$ cat config.mk
export PLATFORM = sky130hd
export DESIGN_NAME = id_stage_pipe
export DESIGN_NICKNAME = d
export VERILOG_FILES = /design/src/rtl/id_pkg.sv /design/src/rtl/id_regfile.sv /design/src/rtl/id_stage_pipe.sv
export SDC_FILE = /design/constraint.sdc
export NUM_CORES = 2
export LEC_CHECK = 0
export BUFFER_PORTS_ARGS = -buffer_cell sky130_fd_sc_hd__buf_4
export CORE_MARGIN = 2
export CORE_UTILIZATION = 30
export DETAILED_ROUTE_END_ITERATION = 8
export PLACE_DENSITY_LB_ADDON = 0.3
export RECOVER_POWER = 25
export SLEW_MARGIN = 0
export SYNTH_ARGS = -nofsm -noshare
export SYNTH_HDL_FRONTEND = slang
export SYNTH_SLANG_ARGS = --single-unit
$ cat constraint.sdc
create_clock -name clk -period 14.4 [get_ports clk]
set_input_delay 0.72 -clock clk [delete_from_list [all_inputs] [get_ports clk]]
set_output_delay 0.72 -clock clk [all_outputs]
set_load 0.01 [all_outputs]
$ cat src/rtl/id_pkg.sv
// Shared decode definitions for the RV32I decode stage: opcodes, ALU operation
// encodings, the control bundle carried to EX and the immediate format selector.
package id_pkg;

    localparam logic [6:0] OP_R      = 7'b0110011;
    localparam logic [6:0] OP_IMM    = 7'b0010011;
    localparam logic [6:0] OP_LOAD   = 7'b0000011;
    localparam logic [6:0] OP_STORE  = 7'b0100011;
    localparam logic [6:0] OP_BRANCH = 7'b1100011;
    localparam logic [6:0] OP_JAL    = 7'b1101111;
    localparam logic [6:0] OP_JALR   = 7'b1100111;

    localparam logic [2:0] ALU_ADD = 3'b000;
    localparam logic [2:0] ALU_SUB = 3'b001;
    localparam logic [2:0] ALU_AND = 3'b010;
    localparam logic [2:0] ALU_OR  = 3'b011;
    localparam logic [2:0] ALU_SLL = 3'b100;
    localparam logic [2:0] ALU_SLT = 3'b101;

    // wb = {MemtoReg, RegWrite}, m = {MemRead, MemWrite}, ex = {ALUSrc, ALUOp}
    typedef struct packed {
        logic [1:0] wb;
        logic [1:0] m;
        logic [3:0] ex;
    } ctrl_t;

    localparam ctrl_t CTRL_NONE = '0;

    typedef enum logic [2:0] {
        IMM_NONE,
        IMM_I,
        IMM_S,
        IMM_B,
        IMM_J
    } imm_fmt_e;

    function automatic ctrl_t mk_ctrl(input logic [1:0] wb, input logic [1:0] m,
                                      input logic alu_src, input logic [2:0] alu_op);
        ctrl_t c;
        c.wb = wb;
        c.m  = m;
        c.ex = {alu_src, alu_op};
        return c;
    endfunction

endpackage

$ cat src/rtl/id_regfile.sv
// Integer register file, NREGS x XLEN, two combinational read ports and one write port.
// x0 always reads zero; define ID_WB_BYPASS_EN to forward a same-cycle write to the readers.
module id_regfile #(
    parameter int XLEN  = 32,
    parameter int NREGS = 32,
    parameter int AW    = $clog2(NREGS)
) (
    input  logic            clk,
    input  logic            reset_n,
    input  logic [AW-1:0]   rs1_addr,
    input  logic [AW-1:0]   rs2_addr,
    output logic [XLEN-1:0] rs1_data,
    output logic [XLEN-1:0] rs2_data,
    input  logic            wb_en,
    input  logic [AW-1:0]   wb_rd,
    input  logic [XLEN-1:0] wb_data
);

    logic [XLEN-1:0] regs [NREGS];

    always_ff @(posedge clk) begin
        if (!reset_n) begin
            for (int i = 0; i < NREGS; i++) begin
                regs[i] <= '0;
            end
        end else if (wb_en && wb_rd != '0) begin
            regs[wb_rd] <= wb_data;
        end
    end

`ifdef ID_WB_BYPASS_EN
    assign rs1_data = (rs1_addr == '0) ? '0 :
                      (wb_en && wb_rd == rs1_addr) ? wb_data : regs[rs1_addr];
    assign rs2_data = (rs2_addr == '0) ? '0 :
                      (wb_en && wb_rd == rs2_addr) ? wb_data : regs[rs2_addr];
`else
    assign rs1_data = (rs1_addr == '0) ? '0 : regs[rs1_addr];
    assign rs2_data = (rs2_addr == '0) ? '0 : regs[rs2_addr];
`endif

endmodule

$ cat src/rtl/id_stage_pipe.sv
// RV32I decode stage: decodes one instruction per cycle into a single EX-bound register,
// with load-use stall, flush and JAL/JALR redirect. Build option: ID_WB_BYPASS_EN.
module id_stage_pipe
    import id_pkg::*;
#(
    parameter int XLEN  = 32,
    parameter int NREGS = 32,
    parameter int AW    = $clog2(NREGS)
) (
    input  logic            clk,
    input  logic            reset_n,
    input  logic            in_valid,
    output logic            in_ready,
    input  logic [XLEN-1:0] in_pc,
    input  logic [31:0]     in_inst,
    input  logic            flush,
    input  logic            wb_en,
    input  logic [AW-1:0]   wb_rd,
    input  logic [XLEN-1:0] wb_data,
    output logic            redirect_valid,
    output logic [XLEN-1:0] redirect_pc,
    output logic            out_valid,
    input  logic            out_ready,
    output logic [XLEN-1:0] out_pc,
    output logic [XLEN-1:0] out_rs1_data,
    output logic [XLEN-1:0] out_rs2_data,
    output logic [XLEN-1:0] out_imm,
    output logic [AW-1:0]   out_rd,
    output logic [AW-1:0]   out_rs1,
    output logic [AW-1:0]   out_rs2,
    output logic [1:0]      out_ctrl_wb,
    output logic [1:0]      out_ctrl_m,
    output logic [3:0]      out_ctrl_ex,
    output logic            out_illegal
);

    logic [6:0]      opcode;
    logic [2:0]      funct3;
    logic [6:0]      funct7;
    logic [AW-1:0]   rd_idx, rs1_idx, rs2_idx;
    logic [XLEN-1:0] rs1_data, rs2_data;

    ctrl_t           ctrl;
    imm_fmt_e        imm_fmt;
    logic            illegal, use_rs1, use_rs2, is_jal, is_jalr;
    logic [31:0]     imm32;
    logic [XLEN-1:0] imm_x, link_or_imm, jump_target;
    logic            stall, accept;

    assign opcode  = in_inst[6:0];
    assign funct3  = in_inst[14:12];
    assign funct7  = in_inst[31:25];
    assign rd_idx  = AW'(in_inst[11:7]);
    assign rs1_idx = AW'(in_inst[19:15]);
    assign rs2_idx = AW'(in_inst[24:20]);

    id_regfile #(.XLEN(XLEN), .NREGS(NREGS), .AW(AW)) u_regfile (
        .clk      (clk),
        .reset_n  (reset_n),
        .rs1_addr (rs1_idx),
        .rs2_addr (rs2_idx),
        .rs1_data (rs1_data),
        .rs2_data (rs2_data),
        .wb_en    (wb_en),
        .wb_rd    (wb_rd),
        .wb_data  (wb_data)
    );

    always_comb begin
        ctrl    = CTRL_NONE;
        imm_fmt = IMM_NONE;
        illegal = 1'b0;
        use_rs1 = 1'b0;
        use_rs2 = 1'b0;
        is_jal  = 1'b0;
        is_jalr = 1'b0;
        case (opcode)
            OP_R: begin
                use_rs1 = 1'b1;
                use_rs2 = 1'b1;
                case ({funct7, funct3})
                    {7'b0000000, 3'b000}: ctrl = mk_ctrl(2'b01, 2'b00, 1'b0, ALU_ADD);
                    {7'b0100000, 3'b000}: ctrl = mk_ctrl(2'b01, 2'b00, 1'b0, ALU_SUB);
                    {7'b0000000, 3'b001}: ctrl = mk_ctrl(2'b01, 2'b00, 1'b0, ALU_SLL);
                    {7'b0000000, 3'b010}: ctrl = mk_ctrl(2'b01, 2'b00, 1'b0, ALU_SLT);
                    {7'b0000000, 3'b111}: ctrl = mk_ctrl(2'b01, 2'b00, 1'b0, ALU_AND);
                    {7'b0000000, 3'b110}: ctrl = mk_ctrl(2'b01, 2'b00, 1'b0, ALU_OR);
                    default:              illegal = 1'b1;
                endcase
            end
            OP_IMM: begin
                illegal = (funct3 != 3'b000);
                use_rs1 = 1'b1;
                imm_fmt = IMM_I;
                ctrl    = mk_ctrl(2'b01, 2'b00, 1'b1, ALU_ADD);
            end
            OP_LOAD: begin
                illegal = (funct3 != 3'b010);
                use_rs1 = 1'b1;
                imm_fmt = IMM_I;
                ctrl    = mk_ctrl(2'b11, 2'b10, 1'b1, ALU_ADD);
            end
            OP_STORE: begin
                illegal = (funct3 != 3'b010);
                use_rs1 = 1'b1;
                use_rs2 = 1'b1;
                imm_fmt = IMM_S;
                ctrl    = mk_ctrl(2'b00, 2'b01, 1'b1, ALU_ADD);
            end
            OP_BRANCH: begin
                illegal = !(funct3 inside {3'b000, 3'b001, 3'b100, 3'b101});
                use_rs1 = 1'b1;
                use_rs2 = 1'b1;
                imm_fmt = IMM_B;
                ctrl    = mk_ctrl(2'b00, 2'b00, 1'b0, ALU_SUB);
            end
            OP_JAL: begin
                is_jal  = 1'b1;
                imm_fmt = IMM_J;
                ctrl    = mk_ctrl(2'b01, 2'b00, 1'b1, ALU_ADD);
            end
            OP_JALR: begin
                illegal = (funct3 != 3'b000);
                is_jalr = 1'b1;
                use_rs1 = 1'b1;
                imm_fmt = IMM_I;
                ctrl    = mk_ctrl(2'b01, 2'b00, 1'b1, ALU_ADD);
            end
            default: illegal = 1'b1;
        endcase
        // An illegal word must not look like a real op to EX or to the hazard check.
        if (illegal) begin
            ctrl    = CTRL_NONE;
            imm_fmt = IMM_NONE;
            use_rs1 = 1'b0;
            use_rs2 = 1'b0;
            is_jal  = 1'b0;
            is_jalr = 1'b0;
        end
    end

    always_comb begin
        case (imm_fmt)
            IMM_I:   imm32 = {{20{in_inst[31]}}, in_inst[31:20]};
            IMM_S:   imm32 = {{20{in_inst[31]}}, in_inst[31:25], in_inst[11:7]};
            IMM_B:   imm32 = {{19{in_inst[31]}}, in_inst[31], in_inst[7],
                              in_inst[30:25], in_inst[11:8], 1'b0};
            IMM_J:   imm32 = {{11{in_inst[31]}}, in_inst[31], in_inst[19:12],
                              in_inst[20], in_inst[30:21], 1'b0};
            default: imm32 = '0;
        endcase
    end

    assign imm_x       = XLEN'($signed(imm32));
    assign link_or_imm = (is_jal || is_jalr) ? XLEN'(4) : imm_x;
    assign jump_target = (is_jalr ? (rs1_data + imm_x) : (in_pc + imm_x)) & ~XLEN'(1);

    // Handshake: a transfer happens on a rising edge where valid and ready are both high;
    // ready never depends on valid, and a held op stays unchanged until out_ready.
    assign stall    = out_valid && out_ctrl_m[1] && (out_rd != '0) &&
                      ((use_rs1 && rs1_idx == out_rd) || (use_rs2 && rs2_idx == out_rd));
    assign in_ready = (!out_valid || out_ready) && !stall && !flush;
    assign accept   = in_valid && in_ready;

    always_ff @(posedge clk) begin
        if (!reset_n) begin
            redirect_valid <= 1'b0;
            redirect_pc    <= '0;
            out_valid      <= 1'b0;
            out_pc         <= '0;
            out_rs1_data   <= '0;
            out_rs2_data   <= '0;
            out_imm        <= '0;
            out_rd         <= '0;
            out_rs1        <= '0;
            out_rs2        <= '0;
            out_ctrl_wb    <= '0;
            out_ctrl_m     <= '0;
            out_ctrl_ex    <= '0;
            out_illegal    <= 1'b0;
        end else begin
            redirect_valid <= accept && (is_jal || is_jalr);
            if (accept && (is_jal || is_jalr)) begin
                redirect_pc <= jump_target;
            end
            if (flush) begin
                out_valid <= 1'b0;
            end else if (accept) begin
                out_valid    <= 1'b1;
                out_pc       <= in_pc;
                out_rs1_data <= rs1_data;
                out_rs2_data <= rs2_data;
                out_imm      <= link_or_imm;
                out_rd       <= rd_idx;
                out_rs1      <= rs1_idx;
                out_rs2      <= rs2_idx;
                out_ctrl_wb  <= ctrl.wb;
                out_ctrl_m   <= ctrl.m;
                out_ctrl_ex  <= ctrl.ex;
                out_illegal  <= illegal;
            end else if (out_ready) begin
                out_valid <= 1'b0;
            end
        end
    end

endmodule

==> results.json <==
{
  "outcome": "finished, violations left",
  "violations": "capacitance limit, slew limit",
  "routed_wl_um": 233000,
  "crit_start": "reset_n",
  "initial_core_util_pct": 30.2,
  "clkLatencyLatePin_ps": 800,
  "worst_pin_slew_ps": 3870,
  "fin_nets": 4609,
  "via_count": 40604,
  "wl_per_cell_um": 31.7,
  "critPathMaxFanout": 81,
  "dp_slack_ps": 7740,
  "synth_largest_area_cell": "edfxtp_1",
  "grt_pass1_vias": 40463,
  "post_cts.repair.setup_buffers": 0,
  "start_kind": "input port",
  "ctsResizeCount": 0,
  "antenna_found_initial": 27,
  "slew_viol_final": 613,
  "power_per_cell_area_nw_per_um2": 118,
  "critical_path_class": "input port to flop",
  "grt_use_total_pct": 21.7,
  "worst_path_most_repeated_cell": "clkbuf_1",
  "syn_inst": 4348,
  "hold_slack_ps": 109,
  "skew_ps": 28.8,
  "first_pass_iters": 5,
  "coreArea_um2": 207000,
  "viasPerCell": 5.51,
  "io_buffers": 292,
  "gp_congestion": 0.885,
  "area_delta_synth_final_pct": 14.3,
  "syn-cell-area_um2": 62600,
  "drive_gt1_share_pct": 25.1,
  "num_io_pins": 294,
  "dp_hpwl_um": 134000,
  "hold_start": "flush",
  "reg2reg_depth": 17,
  "cts_tree": "done",
  "drt_iter0_drc": 5443,
  "ys_seq_area_share_pct": 54.6,
  "arrival_ps": 10040,
  "reg2reg_from": "u_regfile.regs[14][13]",
  "cp_top_family": "buffers and inverters",
  "ant_nets": 0,
  "path_cells": "clkbuf_1 > clkbuf_1 > clkinvlp_2 > buf_4 > or3_1 > o211ai_1",
  "core.rowCount": 167,
  "die_h_um": 461,
  "htreeDepth": 4,
  "setup_viol_count_final": 0,
  "period_needed_ps": 9340,
  "hold_violations": 0,
  "max_freq_ghz": 0.107,
  "synth_cell_types": 70,
  "worstSetupPathDepth": 6,
  "setup_ws_ps": 5060,
  "postSynth.asyncResetShare_pct": 0,
  "vdd_ir_drop_max_mv": 0.118,
  "grt_max_degree": 132,
  "critical-path-slowest-cell": "clkinvlp_2",
  "crit_required_ps": 15100,
  "finalInstanceArea_um2": 71600,
  "clkTransAtPathRegs_ps": 60,
  "yosys_warnings": 0,
  "drc_errors": 0,
  "clock-root-buffer": "clkbuf_16",
  "numCtsBuffers": 138,
  "ys.flop_type": "edfxtp_1",
  "synth_top_area_share_pct": 49.1,
  "gr-total-overflow": 0,
  "ys_ff_latch": 1197,
  "syn_avg_cell_area_um2": 14.4,
  "die_w_um": 461,
  "hold_depth": 2,
  "worst_slew_margin_rel_pct": -161,
  "holdBufCountCts": 0,
  "cts_buffer_depth": 3,
  "die-area_um2": 212000,
  "rsz0062_at_grt": "no",
  "placedInstanceArea_um2": 68100,
  "path_buf_inv": 4,
  "period_share_pct": 64.9,
  "hold_path_class": "input port to flop",
  "setup_tns_ps": 0,
  "power.leakage_nw": 24.1,
  "clock-sinks": 1197,
  "cpPeakStageDelay_ps": 3960,
  "yosys-top-cells-area": "edfxtp_1 49%, mux4_2 23%, and2_1 10%",
  "grt_pass1_wl_um": 323000,
  "maxCapViolCount": 27,
  "cp-end-kind": "flop",
  "synth_edf_count": 1024
}
==> sequential cells by signal, summed over array words and instances (netlist names), 5 cells and up <==
name            flops
redirect_pc        31
out_imm            21
out_rs1_data       32
out_pc             32
out_rs1             5
u_regfile.regs   1024
out_rs2             5
out_rd              5
out_rs2_data       32
==> logic make-up (layout without fill, tap and decap cells) <==
kind of cell               Yosys count  count (layout)  synth area share, %
and+or+nand+nor                   1551            1551                 13.8
DFF                               1197            1197                 54.6
muxes                              715             715                 24.2
buffers and inverters              466             655                 2.95
AOI/OAI and AO/OA                  353             353                 3.25
xor gates and xnor gates            34              34                0.476
adders and majority gates           31              31                0.632
other                                1              47              0.00599
==> worst paths after layout <==
kind | endpoint | slack (ps)
worst max register to register | redirect_pc[30] | 9530
worst min register to register | out_rs2[4] | 450
worst max-delay path | redirect_pc[24] | 5060
worst min-delay path | out_valid | 110
==> per-stage QoR <==
stage	total power, mW	util (%)	cells
2_1_floorplan	4.69	-	4380
3_3_place_gp	5.10	32.9	7118
3_5_place_dp	5.11	32.9	7119
4_1_cts	8.51	34.9	7357
5_1_grt	8.68	34.5	7360
6_report	8.45	34.5	7371
==> cell type report <==
class                      count  area [um^2]
fill                       20040       136000
sequential                  1197        34200
multi-input combinational   2717        27000
clock buffer                 180         3790
tap                         2788         3490
timing repair buffer         394         2430
clock inverter                58          473
inverter                      23         92.6
antenna                       14         35.0
==> Yosys cell counts (all sizes together), types with 3 or more instances <==
library cell	instances
edfxtp	1024
and2	1000
mux4	638
clkbuf	353
nand2	305
a21oi	215
dfxtp	173
nor2	121
buf	90
o21ai	50
mux2i	47
nor3	41
ha	30
mux2	30
inv	23
a21o	22
xor2	20
nand3	18
xnor2	14
nand4	13
nor2b	12
a22oi	9
o211ai	7
or4	7
a22o	6
and3	6
a211oi	5
a31oi	5
nand2b	5
o31ai	5
or3	5
a21boi	4
o22ai	4
a31o	3
nand3b	3
o21a	3
o21bai	3
or3b	3
==> layer usage <==
metal  vias to the layer above  track usage [%]  routed length [um]
met3                       432             4.43               21900
met1                     21196             28.2               90600
met5                         -                0                  26
met2                      2300             35.6              112000
met4                         6             8.41                9240
li1                      16670                -                   -
==> power breakdown <==
part | internal [mW] | switching [mW]
clock | 1.96 | 1.47
combinational | 0.419 | 0.573
sequential | 3.94 | 0.0925
==> placed cells by master, fill, tap and decap left out, drive strengths merged, types with 6 or more instances in the layout <==
cell type	count
a22oi	9
diode	14
xnor2	14
buf	228
nand3	18
nor3	41
dfxtp	173
and3	6
edfxtp	1024
inv	28
clkinv	46
and2	1000
o21ai	50
o211ai	7
a21oi	215
nor2	121
clkbuf	346
or4	7
xor2	20
a21o	22
ha	30
mux2	30
conb	33
a22o	6
nand2	305
mux4	638
bufinv	6
mux2i	47
nand4	13
nor2b	12
Note: power is estimated with default switching activity, not from simulation.
